==> config.mk <==
export PLATFORM = sky130hd
export DESIGN_NAME = alu_arbiter
export DESIGN_NICKNAME = d
export VERILOG_FILES = /design/src/rtl/alu_arbiter.sv
export SDC_FILE = /design/constraint.sdc
export NUM_CORES = 1
export LEC_CHECK = 0
export ABC_AREA = 1
export CAP_MARGIN = 20
export CORE_UTILIZATION = 40
export DETAILED_ROUTE_END_ITERATION = 6
export MAX_ROUTING_LAYER = met4
export PLACE_DENSITY = 0.86
export REMOVE_ABC_BUFFERS = 1
export SLEW_MARGIN = 10
export SYNTH_ARGS = -nofsm -noshare
export SYNTH_HDL_FRONTEND = slang
export SYNTH_SLANG_ARGS = --single-unit
==> constraint.sdc <==
create_clock -name clk -period 2.5 [get_ports clk]
set_clock_uncertainty 0.15 [all_clocks]
set_input_delay 0.375 -clock clk [delete_from_list [all_inputs] [get_ports clk]]
set_output_delay 0.375 -clock clk [all_outputs]
set_load 0.02 [all_outputs]
==> src/rtl/alu_arbiter.sv <==
// Round-robin arbiter that shares one combinational ALU between two requesters.
// One op in flight: IDLE (grant/accept) -> EXEC (drive ALU, capture) -> RESP (hold until accepted).
module alu_arbiter #(
    parameter int WIDTH   = 32,
    parameter int NUM_REQ = 2
) (
    input  logic                              clk,
    input  logic                              reset,
    input  logic                              flush,
    input  logic [NUM_REQ-1:0]                req_valid,
    output logic [NUM_REQ-1:0]                req_ready,
    input  logic [NUM_REQ-1:0][3:0]           req_control,
    input  logic [NUM_REQ-1:0][WIDTH-1:0]     req_left,
    input  logic [NUM_REQ-1:0][WIDTH-1:0]     req_right,
    output logic [NUM_REQ-1:0]                resp_valid,
    input  logic [NUM_REQ-1:0]                resp_ready,
    output logic [WIDTH-1:0]                  resp_result,
    output logic                              resp_zero,
    output logic [3:0]                        alu_control,
    output logic [WIDTH-1:0]                  alu_left_operand,
    output logic [WIDTH-1:0]                  alu_right_operand,
    input  logic [WIDTH-1:0]                  alu_result
);

    typedef enum logic [1:0] {
        IDLE = 2'd0,
        EXEC = 2'd1,
        RESP = 2'd2
    } state_t;

    state_t             state, next_state;
    logic               last_grant;
    logic               owner;
    logic               win;
    logic               any_valid;
    logic               accept;
    logic [3:0]         op_control;
    logic [WIDTH-1:0]   op_left;
    logic [WIDTH-1:0]   op_right;

    // Combinational grant: a lone requester wins; on a tie the one not served last wins.
    // NOTE: every signal written in always_comb gets a default first, so no path leaves it unassigned and no latch is inferred.
    always_comb begin
        win       = 1'b0;
        any_valid = 1'b0;
        case (req_valid)
            2'b01: begin win = 1'b0;        any_valid = 1'b1; end
            2'b10: begin win = 1'b1;        any_valid = 1'b1; end
            2'b11: begin win = ~last_grant; any_valid = 1'b1; end
            default: ;
        endcase
    end

    assign accept    = (state == IDLE) && !flush && !reset && any_valid;
    assign req_ready = accept ? (NUM_REQ'(1) << win) : '0;

    assign resp_valid = (state == RESP) ? (NUM_REQ'(1) << owner) : '0;

    assign alu_control       = op_control;
    assign alu_left_operand  = op_left;
    assign alu_right_operand = op_right;

    always_comb begin
        next_state = state;
        case (state)
            IDLE: if (accept) next_state = EXEC;
            EXEC: next_state = flush ? IDLE : RESP;
            RESP: if (flush || resp_ready[owner]) next_state = IDLE;
            default: next_state = IDLE;
        endcase
    end

    // NOTE: sequential state uses non-blocking assignments so every register samples pre-edge values.
    always_ff @(posedge clk) begin
        if (reset) begin
            // NOTE: the op and result registers are reset too, because their reset values are visible on the ALU and response ports.
            state       <= IDLE;
            last_grant  <= 1'b1;
            owner       <= 1'b0;
            op_control  <= '0;
            op_left     <= '0;
            op_right    <= '0;
            resp_result <= '0;
            resp_zero   <= 1'b0;
        end else begin
            state <= next_state;
            if (accept) begin
                op_control <= req_control[win];
                op_left    <= req_left[win];
                op_right   <= req_right[win];
                owner      <= win;
                last_grant <= win;
            end
            // Zero flag is derived here rather than taken from the ALU.
            if (state == EXEC && !flush) begin
                resp_result <= alu_result;
                resp_zero   <= (alu_result == '0);
            end
        end
    end

endmodule

---- Yosys cells after proc, flatten, opt, wreduce, memory -nomap -nowiden ----
Index checks and enable logic that the tools add are counted.
word-level totals
  flip-flop bits (word level) ............. 105
  bits of input ports ..................... 175
  output and inout port bits .............. 105
  logic and storage cells ................. 47
cells by class
  $lt $le $gt $ge ......................... 2
  bitwise logic cells ..................... 1
  shifts and indexed selects .............. 2
  mux-type cells .......................... 16
  equality and inequality tests ........... 7
  reduce and logical (&&, ||, !) cells .... 11
operators by type and width
  cell                                                                    count
  32-bit two-way mux                                                      4
  32-bit zero test                                                        1
  2-bit two-way mux                                                       5
  4-bit two-way mux                                                       2
  2-bit equality test (second input constant)                             3
  2-bit case mux with 3 select lines                                      1
  2-bit by 1-bit equality test with 1-bit output (second input constant)  2
  1-bit logical AND                                                       4
  1-bit by 2-bit < comparator with 1-bit output (second input constant)   2
  1-bit by 1-bit left shift with 2-bit output (first input constant)      2
  1-bit two-way mux                                                       3
  3-bit OR reduction                                                      1
  1-bit zero test                                                         2
  2-bit zero test                                                         1
  2-bit by 1-bit != test with 1-bit output (second input constant)        1
  2-bit != test (second input constant)                                   1
  1-bit case mux with 2 select lines                                      1
  2-bit AND reduction                                                     1
  1-bit logical OR                                                        1
  1-bit inverter                                                          1

---- Logic depth before layout (Yosys ltp) ----
Gate-level depths: netlist (run 1).
  depth in word-level cells ............... 6
  gate-level depth with buffers ........... 8
  mapped depth without buffers ............ 7

---- Worst setup path before layout (run 1) ----
OpenSTA, ideal clock, no wires.
  kind .................................... in2out
  from .................................... in reset
  to ...................................... out req_ready[1]
  buffers on the path ..................... 2
  setup slack ............................. 0.731 ns
  arrival ................................. 1.244 ns
  stages .................................. 7
  required time ........................... 1.975 ns
  cells stage by stage .................... buf_4 inv_2 nand4_4 inv_2 buf_4 nand2_1 inv_1
on the way
  word-level cells in the longest chain between the ends .. 4
ends and longest elaborated chain
  item                             line  RTL
  from (decl)                      8     input logic reset,
  1-bit zero test                  54    assign accept = (state == IDLE) && !flush && !reset && any_valid;
  1-bit logical AND (2 in series)  54
  2-bit two-way mux                55    assign req_ready = accept ? (NUM_REQ'(1) << win) : '0;
  to (decl)                        11    output logic [NUM_REQ-1:0] req_ready,
No other way between the ends.

---- Final worst setup path (run 1) ----
  from .................................... in req_valid[0]
  to ...................................... out req_ready[1]
on the way
  word-level cells in the longest chain between the ends .. 5
  elaborated cells on any way between the ends .. 9
  classes of those cells .................. eq/ne (3); shift (1); mux (3); reduce/logical (2)
ends and longest elaborated chain
  item                                                                                          line  RTL
  from (decl)                                                                                   10    input logic [NUM_REQ-1:0] req_valid,
  2-bit equality test / 2-bit by 1-bit equality test with 1-bit output (equally long branches)  46    case (req_valid)
  3-bit OR reduction (no line)                                                                  --
  1-bit two-way mux                                                                             46
  1-bit logical AND                                                                             54
  2-bit two-way mux (*)                                                                         55
Every way passes the cells marked *; elsewhere a longest branch is shown, timed or not.

==> results_dict.tcl, run 1 <==
set metrics [dict create \
    status "complete, no violations" \
    seq_area_frac_synth_pct 45.69 \
    clock-sinks 105 \
    grt_max_degree 73 \
    layout_min_cycle_time_ns 2.438 \
    p_per_area_mw_per_mm2 550.3 \
    critPathKind "primary input to output pin" \
    fp.dieH_um 109.2 \
    wl_met3_mm 1.127 \
    ys_ff_latch 105 \
    final_common_cell "nand2_1" \
    p_sw_mw 1.069 \
    antenna_found_initial 1 \
    finalWorstSetupSlack_ns 0.06155 \
    grt_use_total_pct 26.83 \
    async_flop_share_pct 0 \
    intPower_mw 3.226 \
    antenna_left 0 \
    dp_hpwl_mm 11.13 \
    p_leak_nw 3.166 \
    routed-wl-met2_mm 7.439 \
    synth_edf_count 0 \
    hold_start "alu_left_operand[20]" \
    drive_gt1_share_pct 3.681 \
    syn_inst 715 \
    port_buffers 279 \
    core_mm2 0.01103 \
    worstMarginPinSlew_ns 0.7750 \
    ys.warnings.count 0 \
    crit_fanout 4 \
    finish.utilization_pct 70.75 \
    start_util_pct 41.71 \
    vias 5339 \
    tritoncts "built" \
    reg2reg_from "state[1]" \
    grt_pass1_vias 5047 \
    path_clk_slew_ns 0.07 \
    avgSynthCellArea_um2 6.434 \
    wl_per_cell_um 13.76 \
    fin_crit_sh_pct 97.54 \
    clockPowerShare_pct 37.6 \
    start_kind "primary input" \
    cts_made_buffers 9 \
    wirelength_mm 15.40 \
    ys_types 17 \
    syn_to_final_growth_pct 69.62 \
    slew_viol_final 0 \
    clk_path_buf_depth 2 \
    routed.top_layer "met4" \
    nets 1148 \
    hold_viol 0 \
    layout.cells.most_common_list "355 x nand2_1, 277 x clkdlybuf4s50_1, 105 x dfxtp_1" \
    power_mw 4.294 \
    end_kind "output pin" \
    multiInputGateArea_mm2 0.002241 \
    grt_pass1_wl_mm 24.05 \
    p_comb_share_pct 20.9 \
    fp.dieW_um 109.2 \
    io_pins 280 \
    startpoint "req_valid[0]" \
    n_fill_cell 969 \
    drt-vias-per-instance 4.771 \
    fp-row-count 38 \
    hp-class "register to register" \
    critPathRequiredTime_ns 1.98 \
    p_sw_share_pct 24.89 \
    dpl.cell_count 1102 \
    cap_violations 0 \
    fin_cells 1119 \
    register_area_mm2 0.002102 \
    rsz0062_at_grt "no" \
    drt_pass1_iterations 4 \
    irDropWorstVdd_mv 0.3955 \
    clock.fmax_mhz 410.1 \
    clock_latency_ns 0.33 \
    pwr-share-seq_pct 41.6 \
    synth-main-ff-cell "dfxtp_1" \
    drc 0 \
    slew_headroom_pct 48.34 \
    finalSetupViolCount 0 \
    grt-ovfl-total 0 \
    dieArea_mm2 0.01193 \
    drt_iter0_drc 308 \
    clk_root_buffer_cell "clkbuf_16" \
    htreeDepth 3 \
    hold_ws_ns 0.3139 \
    netlist_area_mm2 0.004601 \
    preCtsSetupSlack_ns -0.002351 \
    gp_congestion 0.8518 \
    cp.arrival_ns 1.91 \
    met1_length_mm 6.126 \
]
-- sequential cells by signal (all words and copies together), names as in the netlist --
register / flops
alu_control: 4
resp_zero: 1
owner: 1
resp_result: 32
alu_left_operand: 32
last_grant: 1
alu_right_operand: 32
state: 2
-- layout make-up --
| cell class | instances | share of cell area [%] |
|---|---|---|
| Timing Repair Buffer | 292 | 37.12 |
| Multi-Input combinational cell | 554 | 28.72 |
| Sequential cell | 105 | 26.94 |
| Clock buffer | 11 | 3.110 |
| Tap cell | 140 | 2.245 |
| Clock inverter | 5 | 1.315 |
| Inverter | 11 | 0.5291 |
| Antenna cell | 1 | 0.03207 |
-- kinds of logic (layout without fill, tap and decap cells) --
logic type,Yosys count,count (layout),share of synthesized area (%)
buffers and inverters,56,319,5.711
flip-flops,105,105,45.69
other,0,1,0
AND/OR/NAND/NOR,452,452,37.45
AO/OA/AOI/OAI,102,102,11.15
-- cells in the mapped netlist (all sizes together), types with 4 or more instances --
cell type	instances	area, um^2
a21oi	70	350.3
buf	24	142.6
clkbuf	21	78.83
dfxtp	105	2102
inv	10	37.54
nand2	356	1336
nand3	4	20.02
nor2	89	334.1
o21ai	31	155.2
-- power by group through the flow --
stage	Combinational (mW)	Clock [mW]	Sequential, mW
CTS	0.901	1.65	1.78
global route	0.981	1.73	1.79
floorplan	0.271	0	1.91
global placement	0.888	0	1.82
detailed placement	0.896	0	1.82
finish	0.896	1.61	1.78
-- metrics by stage --
step,area [um^2],setup TNS [ns]
6_report,7804,0
5_1_grt,7804,0
4_1_cts,7799,0
3_5_place_dp,7455,-0.002351
3_3_place_gp,7455,0
2_1_floorplan,4379,-24.43
-- worst max-delay path: stages --
cell	delay, ns
clkdlybuf4s50_1	0.49
inv_1	0.04
nand2_1	0.10
nand4_4	0.11
inv_2	0.07
nand2_1	0.06
inv_1	0.05
clkdlybuf4s50_1	0.62
-- path summary, 6_finish.rpt --
| check | end | slack, ns | cells after the start |
|---|---|---|---|
| worst max-delay path | req_ready[1] | 0.06 | 8 |
| worst max register to register | alu_right_operand[12] | 0.68 | 6 |
| worst min-delay path | alu_left_operand[20] | 0.31 | 2 |
| worst min register to register | alu_left_operand[20] | 0.31 | 2 |
-- what timing repair did --
item	in CTS	in global routing
endpoints found under the setup margin	1	1
hold buffers	0	0
gates resized for setup	1	1
buffers inserted	0	0
-- metal layers --
layer  vias up  track usage, %
met3        47           5.081
met1      2339           30.47
met5         -               -
met4         0           15.52
li1       2737               -
met2       216           44.07
(Power assumes the default switching activity.)
==> inputs of run 2 (changes only) <==
--- a/config.mk
+++ b/config.mk
@@ -9,6 +9,7 @@
 export CAP_MARGIN = 20
 export CORE_UTILIZATION = 40
 export DETAILED_ROUTE_END_ITERATION = 6
+export GPL_TIMING_DRIVEN = 1
 export MAX_ROUTING_LAYER = met4
 export PLACE_DENSITY = 0.86
 export REMOVE_ABC_BUFFERS = 1
==> constraint.sdc (replaced) <==
create_clock -name clk -period 2.5 [get_ports clk]
set_clock_uncertainty 0.15 [all_clocks]
set_input_delay 0.375 -clock clk [delete_from_list [all_inputs] [get_ports clk]]
set_output_delay 0.375 -clock clk [all_outputs]
set_load 0.01 [all_outputs]
==> run 2 against run 1 <==
Non-clock buffer count shrank 1. Global-route usage shrank 0.88 points. First-iteration DRC count down 16%. Final area is 0.67% lower. Critical path depth unchanged. Via count decreased by 0.92%. Die area stayed put. Sequential power hardly changed.
==> results_dict.tcl, run 2 (synthesis results as in run 1) <==
set metrics [dict create \
    rsz0062_at_grt "no" \
    port_buffers 279 \
    nets 1147 \
    critPathKind "primary input to output pin" \
    n_fill_cell 976 \
    gp_congestion 0.8535 \
    min_delay_path_depth 2 \
    wl_per_cell_um 13.86 \
    layout_min_cycle_time_ns 2.376 \
    cap_violations 0 \
    status "complete, no violations" \
    post-cts-setup-buffer-count 0 \
    p_sw_share_pct 24.88 \
    intPower_mw 3.020 \
    syn_to_final_growth_pct 68.48 \
    grt_max_degree 73 \
    clock_latency_ns 0.33 \
    p_comb_share_pct 20.9 \
    dpl.cell_count 1101 \
    slew_headroom_pct 47.09 \
    start_util_pct 41.71 \
    core_mm2 0.01103 \
    drive_gt1_share_pct 3.484 \
    p_per_area_mw_per_mm2 518.7 \
    dieArea_mm2 0.01193 \
    antenna_left 0 \
    drt_iter0_drc 259 \
    p_sw_mw 1.000 \
    clock-sinks 105 \
    fp.dieW_um 109.2 \
    dp_hpwl_mm 11.30 \
    path_cells "clkdlybuf4s50_1, inv_1, nand2_1, nand4_4, inv_2, nand2_1, inv_1, clkdlybuf4s50_1" \
    grt-ovfl-total 0 \
    clk_root_buffer_cell "clkbuf_16" \
    r2r-end "alu_control[1]" \
    cp.arrival_ns 1.85 \
    fin_cells 1117 \
    cp.depth 8 \
    start_kind "primary input" \
    clk_path_buf_depth 2 \
    p_leak_nw 3.146 \
    layout.cells.most_common_list "355 x nand2_1, 277 x clkdlybuf4s50_1, 105 x dfxtp_1" \
    critPathTopFamily "buffers and inverters" \
    io_pins 280 \
    fp-row-count 38 \
    fin_crit_sh_pct 95.02 \
    clockPowerShare_pct 34.7 \
    slowest_delay_ns 0.55 \
    reg2reg_from "state[1]" \
    grt_pass1_wl_mm 23.32 \
    htreeDepth 3 \
    cts_made_buffers 9 \
    drt-vias-per-instance 4.736 \
    worst-path-buf-inv 5 \
    drt_pass1_iterations 4 \
    vias 5290 \
    path_clk_slew_ns 0.06 \
    hp-class "register to register" \
    tritoncts "built" \
    pwr-share-seq_pct 44.4 \
    slew_viol_final 0 \
    fp.dieH_um 109.2 \
    drc 0 \
    cts.hold.buffers_added 0 \
    crit_fanout 4 \
    clock.fmax_mhz 421.0 \
    hold_start "alu_left_operand[27]" \
    hold_viol 0 \
    critPathRequiredTime_ns 1.98 \
    worstMarginPinSlew_ns 0.7936 \
    cp_slowest_cell "clkdlybuf4s50_1" \
    hold_end "alu_left_operand[27]" \
    ff2ff_path_depth 6 \
    power_mw 4.021 \
    final_common_cell "nand2_1" \
    reg2reg_slack_ns 0.61 \
    finalSetupViolCount 0 \
    irDropWorstVdd_mv 0.3099 \
    wirelength_mm 15.48 \
    antenna_found_initial 1 \
    grt_pass1_vias 4837 \
    cts_resized 0 \
    end_kind "output pin" \
    grt_use_total_pct 25.95 \
]
## run 2: power by group through the flow
stage | Sequential [mW] | Clock, mW | Combinational (mW)
after floorplan | 1.85 | 0 | 0.270
after detailed placement | 1.82 | 0 | 0.841
after global placement | 1.82 | 0 | 0.831
after CTS | 1.79 | 1.43 | 0.845
final | 1.79 | 1.40 | 0.840
after global routing | 1.79 | 1.49 | 0.922
## run 2: metrics by stage
step	utilization (%)	hold WS, ns	worst slack (ns)	instance area [um^2]	setup TNS [ns]
2_1_floorplan	-	0.2941	-0.5996	4379	-24.10
3_3_place_gp	67.51	0.3012	0.09857	7447	0
3_5_place_dp	67.51	0.3048	0.04318	7447	0
4_1_cts	70.20	0.3153	0.01426	7744	0
5_1_grt	70.27	0.3337	0.03538	7751	0
6_report	70.27	0.3132	0.1245	7751	0
## run 2: area by class of cell
| type | count | area (um^2) | area share (%) |
|---|---|---|---|
| Timing Repair Buffer | 291 | 2893 | 37.32 |
| Sequential cell | 105 | 2102 | 27.12 |
| Inverter | 11 | 41.29 | 0.5327 |
| Clock inverter | 4 | 53.80 | 0.6941 |
| Multi-Input combinational cell | 554 | 2241 | 28.91 |
| Clock buffer | 11 | 242.7 | 3.132 |
| Tap cell | 140 | 175.2 | 2.260 |
| Antenna cell | 1 | 2.502 | 0.03228 |
## run 2: worst max-delay path by stage
stage / to / startpoint / slack, ns
final: req_ready[1] / req_valid[1] / 0.12
after global routing: req_ready[1] / req_valid[0] / 0.04
after CTS: req_ready[0] / flush / 0.01
after detailed placement: req_ready[0] / flush / 0.04
after global placement: req_ready[1] / flush / 0.1
after floorplan: req_ready[0] / req_valid[0] / -0.60
## run 2: routing by layer
layer | share of wire, % | GRT usage (%)
met4 | 4.0 | 12.19
met1 | 41 | 29.32
met5 | 0 | -
met3 | 6.4 | 5.977
met2 | 49 | 43.35
## run 2: worst min-delay path: stages, from the launching register on
cell	delay, ns
dfxtp_1	0.31
nand2_1	0.06
a21oi_1	0.05
==> inputs of run 3 (changes only) <==
--- a/config.mk
+++ b/config.mk
@@ -13,6 +13,7 @@
 export MAX_ROUTING_LAYER = met4
 export PLACE_DENSITY = 0.86
 export REMOVE_ABC_BUFFERS = 1
+export SETUP_SLACK_MARGIN = 0.4
 export SLEW_MARGIN = 10
 export SYNTH_ARGS = -nofsm -noshare
 export SYNTH_HDL_FRONTEND = slang
==> run 3 against run 2 <==
Register-to-register slack improved by 0.14 ns. Cell count did not move. Clock power barely moved. Sequential cell count did not move. Highest routed layer unchanged. Fmax rose by 17%. Largest cell class unchanged. Sequential share of layout area fell by 0.057 points. Critical path type unchanged. Final area rose by 0.21%. Setup slack improved by 0.34 ns. Core utilization rose by 0.15 points. Via count fell by 0.25%. Wire length rose by 0.14%.
==> results_dict.tcl, run 3 (synthesis results as in run 1) <==
set metrics [dict create \
    ff2ff_path_depth 6 \
    hold_viol 0 \
    drive_gt1_share_pct 3.893 \
    p_leak_nw 3.168 \
    layout.cells.most_common_list "355 x nand2_1, 274 x clkdlybuf4s50_1, 105 x dfxtp_1" \
    use_met1_pct 29.36 \
    dp_hpwl_mm 11.30 \
    min_delay_path_depth 2 \
    fp.dieH_um 109.2 \
    drt_iter0_drc 248 \
    drt_pass1_iterations 4 \
    slew_headroom_pct 47.44 \
    finalSetupViolCount 0 \
    slew_viol_final 0 \
    status "complete, no violations" \
    core_mm2 0.01103 \
    antenna_left 0 \
    critPathRequiredTime_ns 1.98 \
    gp_congestion 0.8535 \
    tritoncts "built" \
    critPathKind "primary input to output pin" \
    syn_to_final_growth_pct 68.83 \
    grt_pass1_wl_mm 23.34 \
    finish.utilization_pct 70.42 \
    vias 5277 \
    port_buffers 279 \
    wirelength_mm 15.51 \
    cp.arrival_ns 1.51 \
    rsz0062_at_grt "yes" \
    p_per_area_mw_per_mm2 518.0 \
    layout_min_cycle_time_ns 2.033 \
    cap_violations 0 \
    worstMarginPinSlew_ns 0.7884 \
    nets 1147 \
    r2r-end "alu_control[1]" \
    clk_path_buf_depth 2 \
    fin_tns_setup_ns 0 \
    fin_crit_sh_pct 81.31 \
    clock_latency_ns 0.33 \
    fp-row-count 38 \
    htreeDepth 3 \
    hp-class "register to register" \
    grt_use_total_pct 25.96 \
    irDropWorstVdd_mv 0.3101 \
    reg2reg_from "state[1]" \
    clk_root_buffer_cell "clkbuf_16" \
    fp.dieW_um 109.2 \
    grt-ovfl-total 0 \
    grt_max_degree 73 \
    drt-vias-per-instance 4.724 \
    hold_start "alu_left_operand[27]" \
    grt_util_met3_pct 5.977 \
    hold_end "alu_left_operand[27]" \
    io_pins 280 \
    start_util_pct 41.71 \
    crit_fanout 4 \
    reg2reg_slack_ns 0.75 \
    drc 0 \
    busiest_layer "met2" \
    clock-sinks 105 \
    cts_made_buffers 9 \
    wl_per_cell_um 13.88 \
    end_kind "output pin" \
    final_common_cell "nand2_1" \
    met2_usage_pct 43.35 \
    grt_pass1_vias 4838 \
    clock.fmax_mhz 492.0 \
    dieArea_mm2 0.01193 \
    antenna_found_initial 1 \
    path_clk_slew_ns 0.06 \
    start_kind "primary input" \
]
==> run 3: layout make-up <==
class / count / area (um^2)
antenna: 1 / 2.502
clock buffer: 11 / 242.7
clock inverter: 4 / 53.80
fill: 977 / 3263
inverter: 11 / 45.04
multi-input combinational: 554 / 2243
sequential: 105 / 2102
tap: 140 / 175.2
timing repair buffer: 291 / 2903
==> run 3: repair_timing <==
| item | CTS | global route |
|---|---|---|
| endpoints found under the setup margin | 3 | 32 |
| hold buffers | 0 | 0 |
| setup buffers | 0 | 0 |
| gates resized for setup | 6 | 8 |
| pin swaps | 0 | 0 |
==> run 3: power breakdown <==
part | internal, mW | switching (mW)
Combinational | 0.473 | 0.369
Clock | 0.801 | 0.596
Sequential | 1.75 | 0.0379
Total | 3.02 | 1.00
==> run 3: worst max-delay path by stage <==
stage | from | endpoint | cells after the start
2_1_floorplan | req_valid[0] | req_ready[0] | 4
3_3_place_gp | flush | req_ready[1] | 7
3_5_place_dp | flush | req_ready[0] | 5
4_1_cts | req_valid[1] | req_ready[0] | 6
5_1_grt | req_valid[0] | req_ready[0] | 6
6_report | req_valid[1] | req_ready[0] | 6
==> run 3: worst max-delay path, cell delays in order <==
cell	delay [ns]
clkdlybuf4s50_1	0.49
inv_1	0.04
nand2_1	0.10
nand4_4	0.11
nor2_2	0.13
clkdlybuf4s15_2	0.25
==> run 3: metal layers <==
| metal | vias up | share of wire [%] |
|---|---|---|
| met4 | 0 | 4.0 |
| met5 | - | 0 |
| met3 | 47 | 6.5 |
| met1 | 2300 | 40 |
| met2 | 201 | 49 |
| li1 | 2729 | - |
==> run 3: metrics by stage <==
stage               cells  instance area (um^2)  total power [mW]  hold slack (ns)  setup slack (ns)
global placement     1101                  7447             2.651           0.3012           0.09857
finish               1117                  7767             4.023           0.3132            0.4673
floorplan             670                  4379             2.124           0.2941           -0.5996
global route         1117                  7767             4.210           0.3337            0.3531
detailed placement   1101                  7447             2.665           0.3048           0.04318
CTS                  1116                  7747             4.059           0.3153            0.4054
